## src/rtl/traffic_pkg.sv

```systemverilog
// Shared light codes and the phase encoding for the two-approach traffic phase scheduler.
package traffic_pkg;

    localparam logic [1:0] RED    = 2'b00;
    localparam logic [1:0] YELLOW = 2'b01;
    localparam logic [1:0] GREEN  = 2'b10;
    localparam logic [1:0] OFF    = 2'b11;

    localparam logic [1:0] STOP   = 2'b00;
    localparam logic [1:0] FLASH  = 2'b01;
    localparam logic [1:0] WALK   = 2'b10;

    // NIGHT only becomes reachable when TRAFFIC_NIGHT_FLASH_EN is defined.
    typedef enum logic [2:0] {
        A_GRN  = 3'd0,
        A_YEL  = 3'd1,
        RED_AB = 3'd2,
        B_GRN  = 3'd3,
        B_YEL  = 3'd4,
        RED_BA = 3'd5,
        NIGHT  = 3'd6
    } phase_t;

endpackage

```

## src/rtl/phase_timer.sv

```systemverilog
// Cycles-in-state counter: cleared on state entry, saturating at MAX_GREEN, with terminal compares.
module phase_timer #(
    parameter int MIN_GREEN = 8,
    parameter int MAX_GREEN = 20,
    parameter int YEL_T     = 3,
    parameter int RED_T     = 2
) (
    input  logic clk,
    input  logic rst,
    input  logic clr,
    output logic min_done,
    output logic max_done,
    output logic yel_done,
    output logic red_done
);

    localparam int TW = $clog2(MAX_GREEN + 1);
    localparam logic [TW-1:0] MAX_T  = TW'(MAX_GREEN);
    localparam logic [TW-1:0] MIN_M1 = TW'(MIN_GREEN - 1);
    localparam logic [TW-1:0] MAX_M1 = TW'(MAX_GREEN - 1);
    localparam logic [TW-1:0] YEL_M1 = TW'(YEL_T - 1);
    localparam logic [TW-1:0] RED_M1 = TW'(RED_T - 1);

    logic [TW-1:0] timer;

    always_ff @(posedge clk or posedge rst) begin
        if (rst) begin
            timer <= '0;
        end else if (clr) begin
            timer <= '0;
        end else if (timer != MAX_T) begin
            timer <= timer + TW'(1);
        end
    end

    assign min_done = (timer >= MIN_M1);
    assign max_done = (timer == MAX_M1);
    assign yel_done = (timer == YEL_M1);
    assign red_done = (timer == RED_M1);

endmodule

```

## src/rtl/traffic_phase_scheduler.sv

```systemverilog
// Two-approach phase scheduler: demand latches, green/yellow/all-red FSM and lamp decode.
// Optional night flashing mode is enabled with TRAFFIC_NIGHT_FLASH_EN (adds the night input).
module traffic_phase_scheduler
    import traffic_pkg::*;
#(
    parameter int MIN_GREEN  = 8,
    parameter int MAX_GREEN  = 20,
    parameter int YEL_T      = 3,
    parameter int RED_T      = 2
`ifdef TRAFFIC_NIGHT_FLASH_EN
    ,
    parameter int FLASH_HALF = 4
`endif
) (
    input  logic       clk,
    input  logic       rst,
    input  logic       sa,
    input  logic       sb,
    input  logic       btn_a,
    input  logic       btn_b,
`ifdef TRAFFIC_NIGHT_FLASH_EN
    input  logic       night,
`endif
    output logic [1:0] a,
    output logic [1:0] b,
    output logic [1:0] pa,
    output logic [1:0] pb,
    output logic [2:0] phase
);

    phase_t state, state_next;
    logic   dem_a, dem_b;
    logic   go_a, go_b;
    logic   min_done, max_done, yel_done, red_done;
    logic   enter_a, enter_b;

    phase_timer #(
        .MIN_GREEN (MIN_GREEN),
        .MAX_GREEN (MAX_GREEN),
        .YEL_T     (YEL_T),
        .RED_T     (RED_T)
    ) u_timer (
        .clk      (clk),
        .rst      (rst),
        .clr      (state_next != state),
        .min_done (min_done),
        .max_done (max_done),
        .yel_done (yel_done),
        .red_done (red_done)
    );

    // Night mode makes a green behave as if the other side were waiting.
`ifdef TRAFFIC_NIGHT_FLASH_EN
    assign go_a = dem_a | night;
    assign go_b = dem_b | night;
`else
    assign go_a = dem_a;
    assign go_b = dem_b;
`endif

    always_ff @(posedge clk or posedge rst) begin
        if (rst) begin
            state <= RED_BA;
        end else begin
            state <= state_next;
        end
    end

    always_comb begin
        state_next = state;
        case (state)
            A_GRN:  if (go_b && (min_done || max_done)) state_next = A_YEL;
            A_YEL:  if (yel_done) state_next = RED_AB;
            RED_AB: if (red_done) begin
`ifdef TRAFFIC_NIGHT_FLASH_EN
                        state_next = night ? NIGHT : B_GRN;
`else
                        state_next = B_GRN;
`endif
                    end
            B_GRN:  if (go_a && (min_done || max_done)) state_next = B_YEL;
            B_YEL:  if (yel_done) state_next = RED_BA;
            RED_BA: if (red_done) begin
`ifdef TRAFFIC_NIGHT_FLASH_EN
                        state_next = night ? NIGHT : A_GRN;
`else
                        state_next = A_GRN;
`endif
                    end
`ifdef TRAFFIC_NIGHT_FLASH_EN
            NIGHT:  if (!night) state_next = RED_BA;
`endif
            default: state_next = RED_BA;
        endcase
    end

    // Clearing on entry to the own green wins over a set in the same cycle.
    assign enter_a = (state_next == A_GRN) && (state != A_GRN);
    assign enter_b = (state_next == B_GRN) && (state != B_GRN);

    always_ff @(posedge clk or posedge rst) begin
        if (rst) begin
            dem_a <= 1'b0;
            dem_b <= 1'b0;
        end else begin
`ifdef TRAFFIC_NIGHT_FLASH_EN
            if (enter_a || state == NIGHT) begin
`else
            if (enter_a) begin
`endif
                dem_a <= 1'b0;
            end else if ((state != A_GRN) && (state != A_YEL) && (sa || btn_b)) begin
                dem_a <= 1'b1;
            end
`ifdef TRAFFIC_NIGHT_FLASH_EN
            if (enter_b || state == NIGHT) begin
`else
            if (enter_b) begin
`endif
                dem_b <= 1'b0;
            end else if ((state != B_GRN) && (state != B_YEL) && (sb || btn_a)) begin
                dem_b <= 1'b1;
            end
        end
    end

`ifdef TRAFFIC_NIGHT_FLASH_EN
    localparam int FW = $clog2(FLASH_HALF) + 1;
    localparam logic [FW-1:0] FLASH_M1 = FW'(FLASH_HALF - 1);

    logic [FW-1:0] flash_cnt;
    logic          flash_off;

    // Flash pattern restarts in its lit half on every entry to NIGHT.
    always_ff @(posedge clk or posedge rst) begin
        if (rst) begin
            flash_cnt <= '0;
            flash_off <= 1'b0;
        end else if (state != NIGHT) begin
            flash_cnt <= '0;
            flash_off <= 1'b0;
        end else if (flash_cnt == FLASH_M1) begin
            flash_cnt <= '0;
            flash_off <= ~flash_off;
        end else begin
            flash_cnt <= flash_cnt + FW'(1);
        end
    end
`endif

    always_comb begin
        a     = RED;
        b     = RED;
        pa    = STOP;
        pb    = STOP;
        phase = state;
        case (state)
            A_GRN: begin a = GREEN;  pb = WALK;  end
            A_YEL: begin a = YELLOW; pb = FLASH; end
            B_GRN: begin b = GREEN;  pa = WALK;  end
            B_YEL: begin b = YELLOW; pa = FLASH; end
`ifdef TRAFFIC_NIGHT_FLASH_EN
            NIGHT: begin
                a = flash_off ? OFF : YELLOW;
                b = flash_off ? OFF : RED;
            end
`endif
            default: ;
        endcase
    end

endmodule
```

## config.mk

```make
export PLATFORM = sky130hd
export DESIGN_NAME = traffic_phase_scheduler
export DESIGN_NICKNAME = d
export VERILOG_FILES = /design/src/rtl/traffic_pkg.sv /design/src/rtl/phase_timer.sv /design/src/rtl/traffic_phase_scheduler.sv
export SDC_FILE = /design/constraint.sdc
export NUM_CORES = 1
export LEC_CHECK = 0
export CORE_MARGIN = 8
export CORE_UTILIZATION = 48
export CTS_CLUSTER_DIAMETER = 200
export DETAILED_ROUTE_END_ITERATION = 10
export PLACE_DENSITY = 0.88
export SLEW_MARGIN = 20
export SYNTH_ARGS = -nofsm -noshare
export SYNTH_HDL_FRONTEND = slang
export SYNTH_SLANG_ARGS = --single-unit
```

## constraint.sdc

```tcl
create_clock -name clk -period 1.9 [get_ports clk]
set_input_delay 0.19 -clock clk [delete_from_list [all_inputs] [get_ports clk]]
set_output_delay 0.19 -clock clk [all_outputs]
set_load 0.01 [all_outputs]
```

==> summary.txt, run 1 <==
Status
  – Status: complete, no violations

Pwr
  – VDD IR max: 0.839 mV
  – PwrDens: 1710 nW/um2
  – Leakage: 0.472 nW

Clock tree
  – Clock Sinks: 10
  – Cts bufs inserted: 3
  – Root Buffer: clkbuf_4
  – H-Tree Depth: 1
  – Worst-path clk slew: 0.08 ns
  – Clk_lat worst skew: 0.26 ns
  – CTS max path bufs: 2
  – CTS tree: built

Yosys
  – Synth Area per Inst: 9.40 um2
  – Netlist cell types: 37
  – Post-synthesis simple-gate area fraction: 23.6%
  – Mux cell area share after synthesis: 2.83%
  – Register area share after synthesis: 33.6%
  – Top cells by count, synth: 10 x a21oi_1, 8 x dfrtp_1, 4 x buf_4, 4 x ha_1, 4 x nand2_1
  – Adder-Cell Fraction of Synth Area: 6.66%
  – Primary FF master, synth: dfrtp_1
  – Synth area leaders: dfrtp_1 27%, dfstp_2 7.0%, a21oi_1 6.7%
  – Mapped Nets: 90
  – Post-synth EDFFs: 0
  – Top-count cell post-synth: a21oi_1
  – Top-area cell type share of the netlist area: 26.6%
  – Synth warn: 0
  – Synth Area in Compound Gates: 23.3%
  – #FFs+latches synth: 10
  – Largest family of logic cells by synthesized area: simple AND/OR/NAND/NOR gates
  – Post-Syn Area: 752 um2
  – Asr flop ratio synth: 100%
  – Xor/xnor share of the synthesized area: 2.33%
  – Cells after Synth: 80
  – Synth area leader: dfrtp_1

Floorplanning
  – Vert. Die Dim: 55.6 um
  – Die ar.: 3090 um2
  – Io pins: 17
  – Initial core utilization: 50.5%
  – X dimension of the die: 55.6 um
  – Core area: 1490 um2
  – FP Rows: 14

Timing
  – Slew Limit Fails: 0
  – Final worst path period need: 1.84 ns
  – Final worst slack: 0.0601 ns
  – Slew @ Worst Pin: 0.453 ns
  – Setup TNS: 0 ns
  – Final Hold Vio Count: 0
  – Fin Clk Skew: 0.00483 ns
  – Rel. slew slack: 69.7%
  – Final Setup Violations: 0
  – Fmax: 0.544 GHz
  – Crit share post-route: 96.8%
  – RSZ-0062 raised after global routing: no

Placement
  – Placement Setup Slack: 0.0143 ns
  – Dpl hpwl: 1.40 mm
  – Final GP Congestion: 0.797
  – PortBufs: 16
  – Placed Cells: 106
  – Area after DPL: 901 um2

Final layout
  – Final Cell Area: 1010 um2
  – Antenna Cells: 0
  – P&R area growth vs syn: 34.6%
  – Fin cells: 115
  – Layout cell share with drive strength beyond 1: 24.2%
  – Layout Nets: 110

Global route
  – Vias in the first global route: 668
  – Pin count of the biggest net entering global routing: 11
  – First-pass GRT wire length: 3.11 mm
  – Overall Global Routing Usage: 11.9%
  – GR Overflow Total: 0
  – Antenna violations before repair: 0

Worst setup path
  – Critical R2R Capture: u_timer.timer[0]
  – Worst Path Max Fanout: 6
  – Critical path type: flip-flop to flip-flop
  – CP arrival: 2.03 ns
  – Critical Path End Type: flip-flop
  – FF-to-FF path depth: 5
  – Worst reg-to-reg setup slack: 0.06 ns
  – WP data required: 2.09 ns
  – CP startpoint kind: flip-flop
  – R2r startpoint: u_timer.timer[0]

Detailed routing
  – Drt drc: 0
  – Post-route ant nets: 0
  – Via density: 5.95
  – DR iter-0 viols: 10
  – First-pass DRT Iterations: 4
  – Routed len/inst: 16.9 um
  – Via count: 684
  – Final WL: 1.95 mm

Flow run
  – MaxCap Viol Count: 0

Hold path
  – Hold WC Path Type: input port to asynchronous set/reset pin
layout by cell type, fill, tap and decap left out, types with 2 or more instances in the layout:
master	Yosys	layout
nand2_1	4	4
clkdlybuf4s50_1	0	12
a211o_1	2	2
nor3b_2	1	2
o211ai_1	2	2
nor2_1	3	3
dlymetal6s2s_1	0	4
nand4b_1	2	2
buf_4	4	7
dfrtp_1	8	8
and3b_1	3	3
nor3_2	1	2
nand3_1	3	3
ha_1	4	3
inv_1	3	3
o21ai_0	3	3
clkbuf_4	0	3
a21oi_1	10	9
dfstp_2	2	2
cells by family after synthesis:
| logic type | after synthesis |
|---|---|
| AND/OR/NAND/NOR | 27 |
| AO/OA/AOI/OAI | 24 |
| buffers and inverters | 11 |
| flip-flops | 10 |
| adder cells (fa/ha/maj) | 4 |
| XOR/XNOR | 2 |
| multiplexers | 2 |
how the worst max path moves through the flow:
stage / from / end / slack [ns] / cells past startpoint
final: u_timer.timer[0] / u_timer.timer[0] / 0.06 / 5
after global routing: u_timer.timer[0] / u_timer.timer[4] / 0.006 / 6
after CTS: phase[0] / pb[1] / 0.006 / 3
after detailed placement: u_timer.timer[0] / u_timer.timer[0] / 0.01 / 5
after global placement: u_timer.timer[0] / u_timer.timer[0] / 0.09 / 5
after floorplan: phase[0] / pb[0] / 0.27 / 3
registers in the layout, summed over array words and instances (netlist names):
register,count
dem_b,1
dem_a,1
phase,3
u_timer.timer,5
final cells by class:
class	instances	area (um2)
clock buffer	4	36.3
multi-input combinational	59	469
fill	120	477
sequential	10	253
timing repair buffer	23	223
tap	16	20.0
inverter	3	11.3
power by group:
| group | switching (W) | internal [W] |
|---|---|---|
| sequential | 0.000159 | 0.000309 |
| combinational | 0.000507 | 0.000559 |
| clock | 0.0000803 | 0.000116 |
| total | 0.000746 | 0.000985 |
routing by layer:
metal	part of all wire, %	track usage (%)	vias up
li1	-	-	331
met1	41	13.2	328
met2	52	20.7	23
met3	6.7	3.88	2
met4	0.62	3.87	0
met5	0	0	-
through the flow:
step           total power (W)  hold WS (ns)  utilization, %
3_3_place_gp           0.00137         0.490            60.5
6_report               0.00173         0.200            68.0
3_5_place_dp           0.00142         0.500            60.5
4_1_cts                0.00170         0.216            66.2
2_1_floorplan          0.00109        0.0287               -
5_1_grt                0.00185         0.263            68.0
worst max-delay path, stage by stage (launching register included):
cell and delay (ns):
dfrtp_1 0.47, ha_2 0.27, a211o_1 0.31, o211ai_1 0.23, nand4b_1 0.27, a21oi_2 0.21
what timing repair did:
action | 4_1_cts | 5_1_grt
hold buffers | 0 | 0
setup buffers | 5 | 0
hold endpoints to repair | 0 | 0
gates resized for setup | 3 | 7
pin swaps | 1 | 0
setup endpoints to repair | 7 | 8
Power figures use the tool's default switching activity.
==> run 2: changes to the inputs <==
Settings changed: SLEW_MARGIN 20 to unset.
==> results of run 2 <==
No change in the layout: final DEF, timing and power equal those of run 1.
==> run 3: changes to the inputs <==
Settings changed: RECOVER_POWER set to 100.
==> run 3 against run 2 <==
Net effect: sequential power fell by 1%; combinational power is 4% lower; clock power about the same; first-iteration DRC count is 10% higher; global-route usage did not move; non-clock buffer count stayed put.
==> summary.txt, run 3 (synthesis results as in run 1) <==
Floorplanning
  – X dimension of the die: 55.6 um
  – Core area: 1490 um2
  – Initial core utilization: 50.5%
  – Die ar.: 3090 um2
  – Io pins: 17
  – Vert. Die Dim: 55.6 um
  – FP Rows: 14

Global route
  – Pin count of the biggest net entering global routing: 11
  – Vias in the first global route: 668
  – Overall Global Routing Usage: 11.9%
  – First-pass GRT wire length: 3.11 mm
  – GR Overflow Total: 0
  – Antenna violations before repair: 0

Pwr
  – Leakage: 0.427 nW
  – VDD IR max: 0.840 mV
  – Sw frac: 44.1%
  – PwrDens: 1710 nW/um2
  – Register share of total power: 27.4%
  – Clk network pwr share: 11.6%
  – Sw power: 0.000747 W
  – Cell Int Power: 0.000945 W
  – Gate power share: 61.0%

Final layout
  – Layout Nets: 110
  – Filler Cell Count: 124
  – Antenna Cells: 0
  – Layout cell share with drive strength beyond 1: 23.2%
  – P&R area growth vs syn: 31.6%
  – Seq. cell area: 253 um2
  – Multi-input logic area: 469 um2
  – Most flops, register: u_timer.timer
  – Commonest cells after routing, fill and taps aside: 9 x a21oi_1, 9 x clkdlybuf4s50_1, 8 x dfrtp_1
  – Final Cell Area: 990 um2
  – Fin cells: 115
  – Largest register FFs: 5

Status
  – Status: complete, no violations

Worst setup path
  – Critical Path End Type: output port
  – Worst Path Max Fanout: 6
  – Crit-path cells: buf_4, nor3_2, clkdlybuf4s50_1
  – Critical path type: flip-flop to output port
  – Worst reg-to-reg setup slack: 0.07 ns
  – CP startpoint kind: flip-flop
  – CP arrival: 1.66 ns
  – Slowest-stage cell, CP: clkdlybuf4s50_1
  – Crit path largest cell delay: 0.57 ns
  – WP data required: 1.71 ns

Clock tree
  – H-Tree Depth: 1
  – Clk_lat worst skew: 0.26 ns
  – Root Buffer: clkbuf_4
  – CTS max path bufs: 2
  – Clock Sinks: 10
  – CTS tree: built
  – Worst-path clk slew: 0.08 ns
  – Cts bufs inserted: 3

Placement
  – Final GP Congestion: 0.797
  – Area after DPL: 901 um2
  – Placed Cells: 106
  – Dpl hpwl: 1.40 mm
  – PortBufs: 16

Timing
  – Final worst path period need: 1.85 ns
  – Fmax: 0.542 GHz
  – Final Hold Vio Count: 0
  – Rel. slew slack: 69.4%
  – Crit share post-route: 97.1%
  – Slew Limit Fails: 0
  – Slew @ Worst Pin: 0.457 ns
  – Final Setup Violations: 0
  – Fin Clk Skew: 0.00439 ns
  – RSZ-0062 raised after global routing: no
  – Final hold slack: 0.338 ns
  – Setup TNS: 0 ns

Detailed routing
  – Drt drc: 0
  – Via count: 682
  – DR iter-0 viols: 11
  – Post-route ant nets: 0
  – Routed len/inst: 16.9 um
  – Final WL: 1.95 mm
  – Via density: 5.93
  – First-pass DRT Iterations: 4

Hold path
  – Hold WC Path Type: input port to asynchronous set/reset pin

Flow run
  – MaxCap Viol Count: 0
run 3: cell count changes in the layout (fill, tap and decap cells not counted), moves of 2 or more:
cell             previous run  this run
clkbuf_1                    0         2
dlymetal6s2s_1              4         1
dlygate4sd3_1               0         3
clkdlybuf4s50_1            12         9
run 3: area by class of cell:
class | instances | share of cell area [%]
multi-input combinational | 59 | 47.4
sequential | 10 | 25.5
timing repair buffer | 23 | 20.2
clock buffer | 4 | 3.67
tap | 16 | 2.02
inverter | 3 | 1.14
run 3: routing by layer:
layer	wire length [um]	GRT usage, %	vias up
li1	-	-	332
met3	121	3.88	2
met1	805	13.2	325
met4	12	3.87	0
met2	1010	20.7	23
met5	0	0	-
run 3: critical path, delay by kind of cell, from the launching register on:
kind | cells | cell delay [ns]
buffers and inverters | 2 | 0.75
flip-flops | 1 | 0.43
AND/OR/NAND/NOR | 1 | 0.20
run 3: path summary, 6_finish.rpt:
check | from | to | cells past startpoint
max reg2reg | u_timer.timer[0] | u_timer.timer[0] | 5
max | phase[0] | pb[1] | 3
min in group clk | dem_b | dem_b | 1
max in group asynchronous | rst | phase[2] | 2
min | rst | u_timer.timer[4] | 2
min reg2reg | dem_b | dem_b | 1
run 3: per-stage QoR:
stage          util, %  power, W  setup WS, ns
2_1_floorplan        -   0.00109         0.266
4_1_cts           66.2   0.00170       0.00609
3_3_place_gp      60.5   0.00137        0.0854
6_report          66.5   0.00169        0.0542
3_5_place_dp      60.5   0.00142        0.0143
5_1_grt           66.5   0.00181       0.00621
run 3: repair_timing:
| item | in CTS | in global routing |
|---|---|---|
| pin swaps | 1 | 0 |
| gates resized for setup | 3 | 7 |
| buffers inserted | 5 | 0 |
| setup endpoints to repair | 7 | 8 |
| hold buffers | 0 | 0 |
run 3: power by group through the flow:
stage	registers [W]	clock network (W)	logic (W)
after detailed placement	0.000483	0	0.000935
final	0.000463	0.000196	0.00103
after floorplan	0.000430	0	0.000662
after global routing	0.000477	0.000208	0.00112
after CTS	0.000451	0.000198	0.00105
after global placement	0.000472	0	0.000899
